File: config.mk
export PLATFORM = sky130hd
export DESIGN_NAME = microwave_sequencer
export DESIGN_NICKNAME = d
export VERILOG_FILES = /design/src/rtl/microondas_pkg.sv /design/src/rtl/bcd_mmss_decrement.sv /design/src/rtl/microwave_sequencer.sv
export SDC_FILE = /design/constraint.sdc
export NUM_CORES = 1
export LEC_CHECK = 0
export CORE_UTILIZATION = 35
export DETAILED_ROUTE_END_ITERATION = 6
export HOLD_SLACK_MARGIN = 0.05
export SLEW_MARGIN = 20
export SYNTH_ARGS = -nofsm -noshare
export SYNTH_HDL_FRONTEND = slang
export SYNTH_SLANG_ARGS = --single-unit
File: constraint.sdc
create_clock -name clock -period 2 [get_ports clock]
set_input_delay 0.2 -clock clock [delete_from_list [all_inputs] [get_ports clock]]
set_output_delay 0.2 -clock clock [all_outputs]
set_load 0.02 [all_outputs]
File: src/rtl/microondas_pkg.sv
// Shared constants for the microwave cook-cycle controller: state encodings
// and the BCD mm:ss field geometry.
package microondas_pkg;

    localparam int BCD_W  = 4;
    localparam int TIME_W = 16;

    // Largest legal seconds-tens digit; also the reload value on a borrow.
    localparam logic [BCD_W-1:0] SEC_TENS_MAX = 4'd5;

    localparam logic [2:0] ST_IDLE  = 3'd0;
    localparam logic [2:0] ST_ENTRY = 3'd1;
    localparam logic [2:0] ST_COOK  = 3'd2;
    localparam logic [2:0] ST_PAUSE = 3'd3;
    localparam logic [2:0] ST_DONE  = 3'd4;

endpackage

File: src/rtl/bcd_mmss_decrement.sv
// Combinational one-second decrement of a {min_tens, min_ones, sec_tens, sec_ones}
// BCD field, plus a zero flag for the incoming value.
module bcd_mmss_decrement
    import microondas_pkg::*;
(
    input  logic [TIME_W-1:0] cur,
    output logic [TIME_W-1:0] next,
    output logic              zero
);

    always_comb begin
        next = cur;
        zero = (cur == '0);
        if (cur[3:0] != 4'd0) begin
            next[3:0] = cur[3:0] - 4'd1;
        end else begin
            next[3:0] = 4'd9;
            if (cur[7:4] != 4'd0) begin
                next[7:4] = cur[7:4] - 4'd1;
            end else begin
                next[7:4] = SEC_TENS_MAX;
                if (cur[11:8] != 4'd0) begin
                    next[11:8] = cur[11:8] - 4'd1;
                end else begin
                    next[11:8]  = 4'd9;
                    // Only reachable from 00:00, which the controller never decrements.
                    next[15:12] = (cur[15:12] != 4'd0) ? cur[15:12] - 4'd1 : 4'd9;
                end
            end
        end
    end

endmodule

File: src/rtl/microwave_sequencer.sv
// Cook-cycle controller: keypad time entry, BCD countdown while cooking,
// pause/resume on door or stop, and a timed end-of-cycle beep.
module microwave_sequencer
    import microondas_pkg::*;
#(
    parameter int DONE_TICKS = 3
) (
    input  logic              clock,
    input  logic              reset,
    input  logic              key_valid,
    input  logic [3:0]        key_code,
    input  logic              start,
    input  logic              stop_clear,
    input  logic              door_closed,
    input  logic              sec_tick,
    output logic [TIME_W-1:0] time_bcd,
    output logic              mag_on,
    output logic              done_beep,
    output logic [2:0]        state_o
);

    localparam int CNT_W = $clog2(DONE_TICKS + 1);

    logic [2:0]        state, state_nx;
    logic [TIME_W-1:0] time_nx, dec_next, clamped;
    logic              dec_zero, key_digit;
    logic [CNT_W-1:0]  beep_cnt, beep_nx;

    bcd_mmss_decrement u_dec (
        .cur  (time_bcd),
        .next (dec_next),
        .zero (dec_zero)
    );

    assign key_digit = key_valid && (key_code <= 4'd9);
    assign clamped   = (time_bcd[7:4] > SEC_TENS_MAX) ? {time_bcd[15:8], 8'h59} : time_bcd;
    assign state_o   = state;

    always_comb begin
        state_nx = state;
        time_nx  = time_bcd;
        beep_nx  = beep_cnt;
        case (state)
            ST_IDLE, ST_ENTRY: begin
                if (stop_clear) begin
                    state_nx = ST_IDLE;
                    time_nx  = '0;
                end else if (start) begin
                    // A start that is refused still outranks a same-cycle key.
                    if (door_closed && time_bcd != '0) begin
                        state_nx = ST_COOK;
                        time_nx  = clamped;
                    end
                end else if (key_digit) begin
                    state_nx = ST_ENTRY;
                    time_nx  = {time_bcd[11:0], key_code};
                end
            end
            ST_COOK: begin
                if (stop_clear || !door_closed) begin
                    state_nx = ST_PAUSE;
                end else if (sec_tick) begin
                    time_nx = dec_next;
                    if (dec_next == '0 || dec_zero) begin
                        state_nx = ST_DONE;
                        time_nx  = '0;
                        beep_nx  = '0;
                    end
                end
            end
            ST_PAUSE: begin
                if (stop_clear) begin
                    state_nx = ST_IDLE;
                    time_nx  = '0;
                end else if (start && door_closed) begin
                    state_nx = ST_COOK;
                end
            end
            ST_DONE: begin
                time_nx = '0;
                if (stop_clear || key_valid) begin
                    state_nx = ST_IDLE;
                    beep_nx  = '0;
                end else if (sec_tick) begin
                    if (beep_cnt == CNT_W'(DONE_TICKS - 1)) begin
                        state_nx = ST_IDLE;
                        beep_nx  = '0;
                    end else begin
                        beep_nx = beep_cnt + CNT_W'(1);
                    end
                end
            end
            default: begin
                state_nx = ST_IDLE;
                time_nx  = '0;
                beep_nx  = '0;
            end
        endcase
    end

    // Output flags are decoded from the next state so they move with state_o.
    always_ff @(posedge clock) begin
        if (reset) begin
            state     <= ST_IDLE;
            time_bcd  <= '0;
            beep_cnt  <= '0;
            mag_on    <= 1'b0;
            done_beep <= 1'b0;
        end else begin
            state     <= state_nx;
            time_bcd  <= time_nx;
            beep_cnt  <= beep_nx;
            mag_on    <= (state_nx == ST_COOK);
            done_beep <= (state_nx == ST_DONE);
        end
    end

endmodule

==> summary.log <==
[status] status complete, but fails checks
[status] failing checks negative setup slack
[sta] Least-Margin Pin Slew 0.409 ns
[detailed_routing] total vias in the final route 1885
[yosys] leading register cell type out of synthesis sky130_fd_sc_hd__dfxtp_1
[power_and_ir_drop] total power 1.04 mW
[yosys] count of flip-flops with a built-in enable after synthesis 0
[global_routing] first-pass GRT wire length 8390 microns
[sta] Final Max Slew Viols 0
[place] final HPWL from detailed placement 3800 microns
[place] count of buffers inserted at the top-level ports 31
[setup_path] worst-path cell with the longest stage delay sky130_fd_sc_hd__or4b_4
[floorplanning] effective utilization at floorplan 0.369
[cells_and_area] post-route design area 0.00239 sq mm
[yosys] simple logic cell fraction of the synthesized area 0.297
[yosys] async set-reset flop share out of synthesis 0
[setup_path] largest stage delay on the critical path 0.57 ns
[clock_tree] maximum buffer depth of the clock tree 2
[sta] final critical-path share of the clock period 1.07
[setup_path] Required @ worst endpoint 2.16 ns
[yosys] post-synthesis net count 197
[power_and_ir_drop] power per unit of standard cell area 434 mW/mm^2
[yosys] xor/xnor share of the synthesized area 0.0117
[global_routing] number of antenna violations at the first check in global routing 0
[detailed_routing] wire length on met1 2210 microns
[detailed_routing] number of search-and-repair iterations in the first detailed-routing pass 4
[yosys] Synth top area share 0.308
[sta] f_max 466 MHz
[sta] worst setup skew after layout 0.00210 ns
[yosys] post-synthesis compound-gate area fraction 0.292
[global_routing] overall global routing resource usage 0.249
[flow_run] number of max-cap violations 0
[power_and_ir_drop] Peak VDD IR 0.350 mV
[detailed_routing] post-route ant nets 0
[detailed_routing] wire length on met3 285 microns
[sta] final critical-path required period 2.15 ns
[yosys] unique cell type count in the Yosys netlist 48
[yosys] synthesis-stage register bit count 23
[detailed_routing] Total Routed Length 5230 microns
[place] worst setup slack after placement -0.148 ns
[yosys] Synth area leader sky130_fd_sc_hd__dfxtp_1
[global_routing] total congestion overflow 0
[detailed_routing] highest routed layer met4
[cells_and_area] diodes inserted 0
[clock_tree] number of levels in the clock H-tree 1
[clock_tree] Sinks on Clock Net 23
[floorplanning] Die Area 0.00454 sq mm
[sta] setup repair after global routing missed its margin true
[yosys] yosys synthesis warning count 0
[setup_path] Setup crit end kind register
[sta] final count of hold timing violations 0
[sta] final-report setup violation count 18
[clock_tree] TritonCTS clock tree yes
[clock_tree] CTS buffer count 3
[floorplanning] Die Span X 67.4 microns
[detailed_routing] number of DRC markers after the initial detailed-route iteration 173
[place] standard cell area after detailed placement 0.00223 sq mm
[worst_hold_path] Hold Crit Class register to register
[detailed_routing] average routed wire per standard cell 16.5 microns
[clock_tree] CTS clk-pin slew, worst paths 0.09 ns
[yosys] post-synthesis adder-cell area fraction 0
[floorplanning] io pins 32
[detailed_routing] detail-routed via count per cell 5.95
[detailed_routing] Remaining DRCs 0
[detailed_routing] total met2 wirelength after detailed routing 2600 microns
[cells_and_area] area delta synth->final 60.0%
[place] weighted congestion reported at the end of routability-driven placement 0.916
[setup_path] library cell appearing most often on the critical path sky130_fd_sc_hd__or4_4
[yosys] synthesized netlist cell count 186
[cells_and_area] fraction of layout cells with a size suffix above 1 0.322
[setup_path] highest fanout seen on the critical path 3
[cells_and_area] # nets final 279
[floorplanning] standard cell core area 0.00406 sq mm
[yosys] mux share of post-synthesis cell area 0.0619
[yosys] top cells by area, synth sky130_fd_sc_hd__dfxtp_1 31%, sky130_fd_sc_hd__a22oi_1 5.5%, sky130_fd_sc_hd__mux2i_1 4.7%, sky130_fd_sc_hd__nor2_1 4.5%, sky130_fd_sc_hd__o21ai_0 3.7%
[floorplanning] number of placement rows 23
[yosys] sequential cell area fraction in the yosys report 0.308
[global_routing] maximum number of pins on one net before global-route repair 20
[setup_path] critical path, cell by cell or4_4, or4b_4, or4_4, nand4_1, a21oi_1
[global_routing] number of global-route vias before repair 1803
[yosys] largest family of logic cells by synthesized area simple AND/OR/NAND/NOR gates
[yosys] Post-Synthesis Mean Instance Area 8.05 sq um
[yosys] area of the mapped netlist 0.00150 sq mm
[sta] Final Worst Setup Slack -0.147 ns
[setup_path] type of the worst setup path register to register
[clock_tree] CTS Root Cell sky130_fd_sc_hd__clkbuf_8
[sta] relative slew slack 0.726
[setup_path] sort of element at the start of the critical path register
[clock_tree] clock network latency to the later pin of the worst-skew pair 0.27 ns
[power_and_ir_drop] Static Leak 0.991 nW
[floorplanning] vertical die dimension 67.4 microns
[setup_path] WP data arrival 2.31 ns
layer usage:
metal / vias to the layer above / global-route usage
met2: 79 / 0.423
met4: 0 / 0.114
li1: 877 / -
met3: 16 / 0.0405
met1: 913 / 0.305
met5: - / 0
layout make-up:
class | count | area, sq um
Clock inverter | 1 | 5.00
Tap cell | 50 | 62.6
Clock buffer | 3 | 41.3
Timing Repair Buffer | 87 | 746
Multi-Input combinational cell | 151 | 1070
Fill cell | 382 | 1660
Inverter | 2 | 7.51
Sequential cell | 23 | 464
cell usage after synthesis (all sizes together) (2+ instances only):
library cell   n
a211o          2
a21boi         3
a21o           2
a21oi          5
a22o           6
a22oi         11
a31oi          2
and2           2
clkbuf        10
dfxtp         23
inv            2
mux2           2
mux2i          7
nand2         14
nand2b         5
nand3          4
nor2          18
nor2b          5
nor3           5
nor4           4
o21a           4
o21ai         11
o22ai          6
o31ai          2
or2            4
or3            2
or4            7
state kept, by name, indices dropped and copies added (netlist names):
signal     count
time_bcd      16
state_o        3
beep_cnt       2
done_beep      1
mag_on         1
cells by family after synthesis:
logic type | Yosys count
and+or+nand+nor | 78
AOI/OAI and AO/OA | 62
DFF | 23
buffers and inverters | 12
muxes | 9
xor gates and xnor gates | 2
worst paths after layout:
kind / from / to / slack [ns] / cells after the start
max reg2reg: time_bcd[8] / time_bcd[15] / -0.15 / 5
max: time_bcd[8] / time_bcd[15] / -0.15 / 5
min: beep_cnt[0] / beep_cnt[0] / 0.51 / 2
min reg2reg: beep_cnt[0] / beep_cnt[0] / 0.51 / 2
through the flow:
stage          utilization  hold slack (ns)  cells  TNS, ns
2_1_floorplan            -            0.393    186   -0.392
3_3_place_gp         0.549            0.470    309   -0.967
3_5_place_dp         0.549            0.492    309    -1.36
4_1_cts              0.576            0.510    316   -0.311
5_1_grt              0.590            0.539    317    -2.73
6_report             0.590            0.512    317    -1.15
worst max-delay path, delay by kind of cell (launching register included):
kind	cells	cell delay [ns]
AND/OR/NAND/NOR	4	1.63
flip-flops	1	0.32
AO/OA/AOI/OAI	1	0.07
cells in the final DEF, fill, tap and decap left out, drive strengths merged, types with 2 or more instances in the layout:
master,instances
nor4,4
a21o,2
nor2,18
and2,2
a211o,2
nand3,4
a21boi,3
o22ai,6
a31oi,2
nor3,5
dfxtp,23
nand2,14
o31ai,2
clkdlybuf4s50,31
nor2b,5
or3,2
mux2,2
a22o,6
buf,56
clkbuf,3
mux2i,7
inv,2
or2,4
o21ai,11
or4,7
o21a,4
a22oi,11
a21oi,5
nand2b,5
repair_timing:
item | 4_1_cts | 5_1_grt
resized for setup | 10 | 9
setup buffers | 3 | 1
hold buffers | 0 | 0
endpoints found under the setup margin | 11 | 22
pin swaps | 4 | 1
power breakdown:
part / leakage, nW / internal (mW) / switching, mW
Clock: 0.0255 / 0.140 / 0.165
Combinational: 0.778 / 0.137 / 0.129
Sequential: 0.187 / 0.464 / 0.00525
Total: 0.991 / 0.741 / 0.299
No activity file was read; power rests on OpenSTA's default activity.
